`config.mk`:
```
export PLATFORM = sky130hd
export DESIGN_NAME = hpdmc_iodelay_ctl
export DESIGN_NICKNAME = d
export VERILOG_FILES = /design/src/rtl/hpdmc_iodelay_ctl_pkg.sv /design/src/rtl/hpdmc_iodelay_ctl_timer.sv /design/src/rtl/hpdmc_iodelay_ctl.sv
export SDC_FILE = /design/constraint.sdc
export NUM_CORES = 1
export LEC_CHECK = 0
export ABC_CLOCK_PERIOD_IN_PS = 3620
export CAP_MARGIN = 20
export CORE_AREA = 2 2 76 85
export CTS_CLUSTER_DIAMETER = 60
export DETAILED_ROUTE_END_ITERATION = 10
export DIE_AREA = 0 0 78 87
export DONT_BUFFER_PORTS = 1
export PLACE_DENSITY = 0.64
export SETUP_SLACK_MARGIN = 0.2
export SLEW_MARGIN = 10
export SYNTH_ARGS = -nofsm -noshare
export SYNTH_HDL_FRONTEND = slang
export SYNTH_HIERARCHICAL = 1
export SYNTH_SLANG_ARGS = --single-unit
```
`constraint.sdc`:
```
create_clock -name sys_clk -period 3.62 [get_ports sys_clk]
set_clock_uncertainty 0.05 [all_clocks]
set_input_delay 1.086 -clock sys_clk [delete_from_list [all_inputs] [get_ports sys_clk]]
set_output_delay 1.086 -clock sys_clk [all_outputs]
set_load 0.03 [all_outputs]
```
`src/rtl/hpdmc_iodelay_ctl_pkg.sv`:
```
// Shared definitions for the IODELAY2 sequencer: state encodings, counter widths
// and the tap-width default also used by the hpdmc CSR block.
package hpdmc_iodelay_ctl_pkg;

    localparam int TAP_WIDTH_DEFAULT = 8;
    localparam int GUARD_CNT_W       = 16;
    localparam int RECAL_CNT_W       = 32;

    typedef enum logic [3:0] {
        S_CAL        = 4'd0,
        S_CAL_GUARD  = 4'd1,
        S_CAL_WAIT   = 4'd2,
        S_RST        = 4'd3,
        S_RST_GUARD  = 4'd4,
        S_RST_WAIT   = 4'd5,
        S_DECIDE     = 4'd6,
        S_STEP       = 4'd7,
        S_STEP_GUARD = 4'd8,
        S_STEP_WAIT  = 4'd9,
        S_IDLE       = 4'd10
    } state_t;

    function automatic logic is_pulse(input state_t s);
        return (s == S_CAL) || (s == S_RST) || (s == S_STEP);
    endfunction

    function automatic logic is_timed(input state_t s);
        return (s == S_CAL_GUARD) || (s == S_CAL_WAIT) || (s == S_RST_GUARD) ||
               (s == S_RST_WAIT) || (s == S_STEP_GUARD) || (s == S_STEP_WAIT);
    endfunction

endpackage

```
`src/rtl/hpdmc_iodelay_ctl_timer.sv`:
```
// Loadable down-counter that holds at zero; reset loads the reload value so a
// periodic user starts a full period after reset.
module hpdmc_iodelay_ctl_timer #(
    parameter int WIDTH = 16
) (
    input  logic             sys_clk,
    input  logic             sys_rst,
    input  logic             load,
    input  logic [WIDTH-1:0] load_val,
    input  logic             en,
    output logic             zero
);

    logic [WIDTH-1:0] cnt;

    always_ff @(posedge sys_clk) begin
        if (sys_rst || load)
            cnt <= load_val;
        else if (en && (cnt != '0))
            cnt <= cnt - WIDTH'(1);
    end

    assign zero = (cnt == '0);

endmodule

```
`src/rtl/hpdmc_iodelay_ctl.sv`:
```
// IODELAY2 sequencer: power-up calibration, single-tap moves to a requested
// target, periodic recalibration, and a sticky timeout on a stuck BUSY.
//
// state      | meaning
// CAL        | one-cycle CAL pulse
// RST        | one-cycle RST pulse, tap tracking returns to 0
// STEP       | one-cycle CE pulse, INC toward target
// *_GUARD    | BUSY ignored for BUSY_GUARD cycles after a pulse
// *_WAIT     | wait for BUSY low, abort after TIMEOUT busy cycles
// DECIDE     | compare tap with target
// IDLE       | ready for requests
module hpdmc_iodelay_ctl
    import hpdmc_iodelay_ctl_pkg::*;
#(
    parameter int TAP_WIDTH    = TAP_WIDTH_DEFAULT,
    parameter int MAX_TAP      = 255,
    parameter int BUSY_GUARD   = 2,
    parameter int TIMEOUT      = 1023,
    parameter int RECAL_PERIOD = 0
) (
    input  logic                 sys_clk,
    input  logic                 sys_rst,
    input  logic                 set_req,
    input  logic [TAP_WIDTH-1:0] set_tap,
    input  logic                 cal_req,
    output logic                 ready,
    output logic [TAP_WIDTH-1:0] cur_tap,
    output logic                 err,
    input  logic                 iodelay_busy,
    output logic                 iodelay_cal,
    output logic                 iodelay_rst,
    output logic                 iodelay_ce,
    output logic                 iodelay_inc
);

    localparam logic [TAP_WIDTH-1:0]   MAX_TAP_T  = TAP_WIDTH'(MAX_TAP);
    localparam logic [GUARD_CNT_W-1:0] GUARD_LOAD = GUARD_CNT_W'(BUSY_GUARD - 1);
    localparam logic [GUARD_CNT_W-1:0] TMO_LOAD   = GUARD_CNT_W'(TIMEOUT - 1);
    localparam logic [RECAL_CNT_W-1:0] RECAL_LOAD = RECAL_CNT_W'(RECAL_PERIOD - 1);
    localparam logic                   RECAL_EN   = (RECAL_PERIOD != 0);

    state_t               state_q, state_d;
    logic [TAP_WIDTH-1:0] cur_tap_q, target_q;
    logic                 err_q, pending_q;
    logic                 cal_c, rst_c, ce_c, inc_c;
    logic                 tmr_load, tmr_zero, recal_zero, recal_expire;
    logic                 tap_clr, tap_step, err_set, latch, enter_cal;

    hpdmc_iodelay_ctl_timer #(.WIDTH(GUARD_CNT_W)) u_guard_tmr (
        .sys_clk  (sys_clk),
        .sys_rst  (sys_rst),
        .load     (tmr_load),
        .load_val (is_pulse(state_q) ? GUARD_LOAD : TMO_LOAD),
        .en       (is_timed(state_q)),
        .zero     (tmr_zero)
    );

    hpdmc_iodelay_ctl_timer #(.WIDTH(RECAL_CNT_W)) u_recal_tmr (
        .sys_clk  (sys_clk),
        .sys_rst  (sys_rst),
        .load     (recal_expire),
        .load_val (RECAL_LOAD),
        .en       (RECAL_EN),
        .zero     (recal_zero)
    );

    assign recal_expire = recal_zero && RECAL_EN;

    always_comb begin
        state_d   = state_q;
        cal_c     = 1'b0;
        rst_c     = 1'b0;
        ce_c      = 1'b0;
        inc_c     = 1'b0;
        tmr_load  = 1'b0;
        tap_clr   = 1'b0;
        tap_step  = 1'b0;
        err_set   = 1'b0;
        latch     = 1'b0;
        enter_cal = 1'b0;
        case (state_q)
            S_CAL: begin
                cal_c    = 1'b1;
                tmr_load = 1'b1;
                state_d  = S_CAL_GUARD;
            end
            S_CAL_GUARD: if (tmr_zero) begin
                tmr_load = 1'b1;
                state_d  = S_CAL_WAIT;
            end
            S_CAL_WAIT: begin
                if (!iodelay_busy) state_d = S_RST;
                else if (tmr_zero) begin
                    err_set = 1'b1;
                    state_d = S_IDLE;
                end
            end
            S_RST: begin
                rst_c    = 1'b1;
                tmr_load = 1'b1;
                tap_clr  = 1'b1;
                state_d  = S_RST_GUARD;
            end
            S_RST_GUARD: if (tmr_zero) begin
                tmr_load = 1'b1;
                state_d  = S_RST_WAIT;
            end
            S_RST_WAIT: begin
                if (!iodelay_busy) state_d = S_DECIDE;
                else if (tmr_zero) begin
                    err_set = 1'b1;
                    state_d = S_IDLE;
                end
            end
            S_DECIDE: state_d = (cur_tap_q == target_q) ? S_IDLE : S_STEP;
            S_STEP: begin
                ce_c     = 1'b1;
                inc_c    = (target_q > cur_tap_q);
                tmr_load = 1'b1;
                tap_step = 1'b1;
                state_d  = S_STEP_GUARD;
            end
            S_STEP_GUARD: if (tmr_zero) begin
                tmr_load = 1'b1;
                state_d  = S_STEP_WAIT;
            end
            S_STEP_WAIT: begin
                if (!iodelay_busy) state_d = S_DECIDE;
                else if (tmr_zero) begin
                    err_set = 1'b1;
                    state_d = S_IDLE;
                end
            end
            S_IDLE: begin
                if (cal_req || pending_q) begin
                    enter_cal = 1'b1;
                    state_d   = S_CAL;
                end else if (set_req) begin
                    latch   = 1'b1;
                    state_d = S_DECIDE;
                end
            end
            default: state_d = S_CAL;
        endcase
    end

    always_ff @(posedge sys_clk) begin
        if (sys_rst) begin
            state_q   <= S_CAL;
            cur_tap_q <= '0;
            target_q  <= '0;
            err_q     <= 1'b0;
            pending_q <= 1'b0;
        end else begin
            state_q <= state_d;
            if (tap_clr)
                cur_tap_q <= '0;
            else if (tap_step)
                cur_tap_q <= inc_c ? cur_tap_q + TAP_WIDTH'(1) : cur_tap_q - TAP_WIDTH'(1);
            if (latch)
                target_q <= (set_tap > MAX_TAP_T) ? MAX_TAP_T : set_tap;
            if (err_set)
                err_q <= 1'b1;
            // an expiry on the same edge as CAL entry stays pending
            pending_q <= recal_expire || (pending_q && !enter_cal);
        end
    end

    // state sits at CAL throughout reset; keep the pins quiet until release
    assign iodelay_cal = cal_c && !sys_rst;
    assign iodelay_rst = rst_c && !sys_rst;
    assign iodelay_ce  = ce_c  && !sys_rst;
    assign iodelay_inc = inc_c && !sys_rst;
    assign ready       = (state_q == S_IDLE);
    assign cur_tap     = cur_tap_q;
    assign err         = err_q;

endmodule
```
==> out/results.ini <==
[status]
status = finished clean

[timing]
period_minus_slack_ns = 3.19
max_clock_freq_mhz = 314
timing_max_transition_violations_final = 0
timing.final.setup_violations = 0
final.setup.worst_slack_ns = 0.433
timing_worst_slew_pin_value_ns = 0.549
post-route-period-util_pct = 88.0
setup-tns-final_ns = 0
max-slew-margin-rel_pct = 63.3
final-hold-violation-count = 0
grt_setup_unrepaired = no

[floorplan]
io-pin-count = 27
floorplan.initialDensity_pct = 43.5
full_die_area_sq_um = 6790
row_count = 30
core-area_sq_um = 6010
die_width_um = 78
die-height_um = 87

[yosys]
synth-async-reset-ratio_pct = 0
postSynthAreaPerCell_sq_um = 8.43
ys_types = 57
synth-edff-count = 16
prevailing_post_synth_register_cell = dfxtp_1
seq_area_frac_synth_pct = 35.2
syn-instance-count = 310
synth_largest_area_cell = edfxtp_1
synth_top_cells_by_area = edfxtp_1 18%, dfxtp_1 17%, ha_1 7.2%
synth.cell_area_sq_um = 2610
synth_warnings = 6
postSynthRegisterBits = 38
synth_largest_type_area_fraction_pct = 18.4

[clock_tree]
clkLatencyLatePin_ns = 0.29
cts_buffer_depth = 2
h-tree-depth = 2
tritoncts = done
cts_hold_repair.buffers = 0
cts_setup_buffers = 0
clock_slew_at_the_register_clock_pins_of_the_worst_setup_and_hold_paths_ns = 0.08
clock-root-buffer = clkbuf_8
cts_buffers = 5
clkSinkCount = 38

[setup_path]
setup.worst_path.start_class = flop
crit-reg2reg-launch = state_q[0]$_SDFFE_PP0P_
critPathMostFrequentCell = a21oi_1
critical_path_cell_count = 10
timing.critical_path.max_delay_family = simple AND/OR/NAND/NOR gates
critical_path.n_buffers_inverters = 0
timing.critical_path.to = cur_tap[7]$_SDFFE_PP0N_
crit-reg2reg-capture = cur_tap[7]$_SDFFE_PP0N_
timing.critical_path.cells = nor2b_1 -> and3_1 -> nand2_1 -> ha_1 -> a21oi_1 -> nand2_1 -> a21oi_1 -> nand3_1 -> a21oi_1 -> mux2_1
worst_r2r_path_depth = 10
critical_path_s_largest_stage_delay_ns = 0.63
end_kind = flop
required_ns = 3.75
worstPathArrival_ns = 3.31
timing.critical_path.from = state_q[0]$_SDFFE_PP0P_
slowest_stage = dfxtp_1
regToRegSetupSlack_ns = 0.43
crit_fanout = 15
criticalPathCategory = flop to flop

[grt]
grt_max_degree = 28
grt_usage_pct = 17.5
vias_in_the_first_global_route = 2069
globalRouteOverflowTotal = 0
antenna_violations_before_repair = 0
grt_pass1_wl_um = 9640

[routing]
detailedRoute.firstPassIterationCount = 4
antenna_violating_nets_post_route = 0
vias_per_cell = 5.38
route.detailed.wl_per_inst_um = 13.3
vias = 2177
detail_route.drc_violations = 0
drt_iter0_drc = 85
detail_route.wirelength_um = 5390

[finish]
layout_commonest_cell = nand2_1
finalCoreUtilization_pct = 47.9
drive_gt1_share_pct = 12.6
design.final.nets = 353
syn_to_final_growth_pct = 10.1
antenna_cells_inserted = 0
mostFrequentLayoutCells = 50 x nand2_1, 31 x a21oi_1, 22 x dfxtp_1

[flow_run]
drv.max_cap_violation_count = 0

[placement]
pre_cts_ws_ns = 0.477
placement.io_buffers = 0
dp_hpwl_um = 4030
finalWeightedCongestion = 0.933

[power]
design_power_total_mw = 1.76
power_per_cell_area_nw_per_um2 = 611
leakagePower_nw = 1.09
peakVddDrop_mv = 0.355

[worst_hold_path]
worst_hold_path_type = flop to flop

==> cell usage after synthesis, types with 2 or more instances <==
library cell / instances
nor3_1: 2
ha_1: 15
clkbuf_1: 6
nor4_1: 2
or2_2: 2
dfxtp_1: 22
nor3_4: 2
o21ai_1: 2
a31oi_1: 3
buf_2: 7
mux2i_1: 2
nand2_1: 50
a211o_1: 2
o21ai_0: 17
nor2_1: 22
nor2b_1: 7
a21oi_2: 2
nand3_1: 16
a21o_1: 2
xnor2_1: 6
o211ai_1: 3
a21oi_1: 31
xor2_1: 10
inv_1: 16
o31ai_1: 3
or4_1: 3
a211oi_1: 2
edfxtp_1: 16
nand2b_1: 2
o22ai_1: 5
nand4_1: 4
==> worst min-delay path by stage <==
stage | from | slack, ns | cells after the start | end
2_1_floorplan | target_q[0]$_SDFFE_PP0P_ | 0.39 | 2 | target_q[0]$_SDFFE_PP0P_
3_3_place_gp | target_q[0]$_SDFFE_PP0P_ | 0.39 | 2 | target_q[0]$_SDFFE_PP0P_
3_5_place_dp | target_q[0]$_SDFFE_PP0P_ | 0.39 | 2 | target_q[0]$_SDFFE_PP0P_
4_1_cts | target_q[0]$_SDFFE_PP0P_ | 0.40 | 2 | target_q[0]$_SDFFE_PP0P_
5_1_grt | target_q[3]$_SDFFE_PP0P_ | 0.43 | 2 | target_q[3]$_SDFFE_PP0P_
6_report | target_q[0]$_SDFFE_PP0P_ | 0.40 | 2 | target_q[0]$_SDFFE_PP0P_
==> cell type report <==
cell class	instances	area, sq um
fill	595	3130
multi-input combinational	246	1580
sequential	38	921
timing repair buffer	17	128
tap	80	100
clock buffer	6	72.6
inverter	16	60.1
clock inverter	2	13.8
==> metrics by stage <==
stage	hold slack (ns)	area, sq um	cells
after floorplan	0.386	2640	315
after global placement	0.392	2790	397
after detailed placement	0.392	2790	397
after CTS	0.403	2880	405
after global routing	0.427	2880	405
final	0.401	2880	405
==> per-layer routing <==
| layer | up-vias | routed length (um) | track usage (%) |
|---|---|---|---|
| li1 | 1128 | - | - |
| met1 | 1002 | 2380 | 22.1 |
| met2 | 42 | 2770 | 31.3 |
| met3 | 5 | 214 | 3.63 |
| met4 | 0 | 24 | 3.19 |
| met5 | - | 0 | 0 |
==> where the power goes <==
| group | switching [mW] | internal, mW |
|---|---|---|
| registers | 0.155 | 0.621 |
| logic | 0.394 | 0.292 |
| clock network | 0.161 | 0.136 |
| total | 0.710 | 1.05 |
==> worst reg2reg max path, cell delays in order (launching register included) <==
cell     delay [ns]
dfxtp_1        0.63
nor2b_1        0.31
and3_1         0.37
nand2_1        0.26
ha_1           0.40
a21oi_1        0.20
nand2_1        0.11
a21oi_1        0.18
nand3_1        0.10
a21oi_1        0.14
mux2_1         0.33
==> logic make-up after synthesis <==
logic type               share of synthesized area, %
adder cells (fa/ha/maj)                          8.33
flip-flops                                       35.2
multiplexers                                     1.20
AO/OA/AOI/OAI                                    19.3
buffers and inverters                            5.22
other                                           0.143
XOR/XNOR                                         5.36
AND/OR/NAND/NOR                                  25.2
==> registers in the layout, summed over array words and instances (netlist names) <==
name,cells
cur_tap,8
err,1
target_q,8
u_guard_tmr/cnt,16
pending_q,1
state_q,4
==> what timing repair did <==
item / CTS / global route
endpoints found under the hold margin: 0 / 0
resized for setup: 0 / 1
endpoints found under the setup margin: 0 / 1
Power figures use the tool's default switching activity.
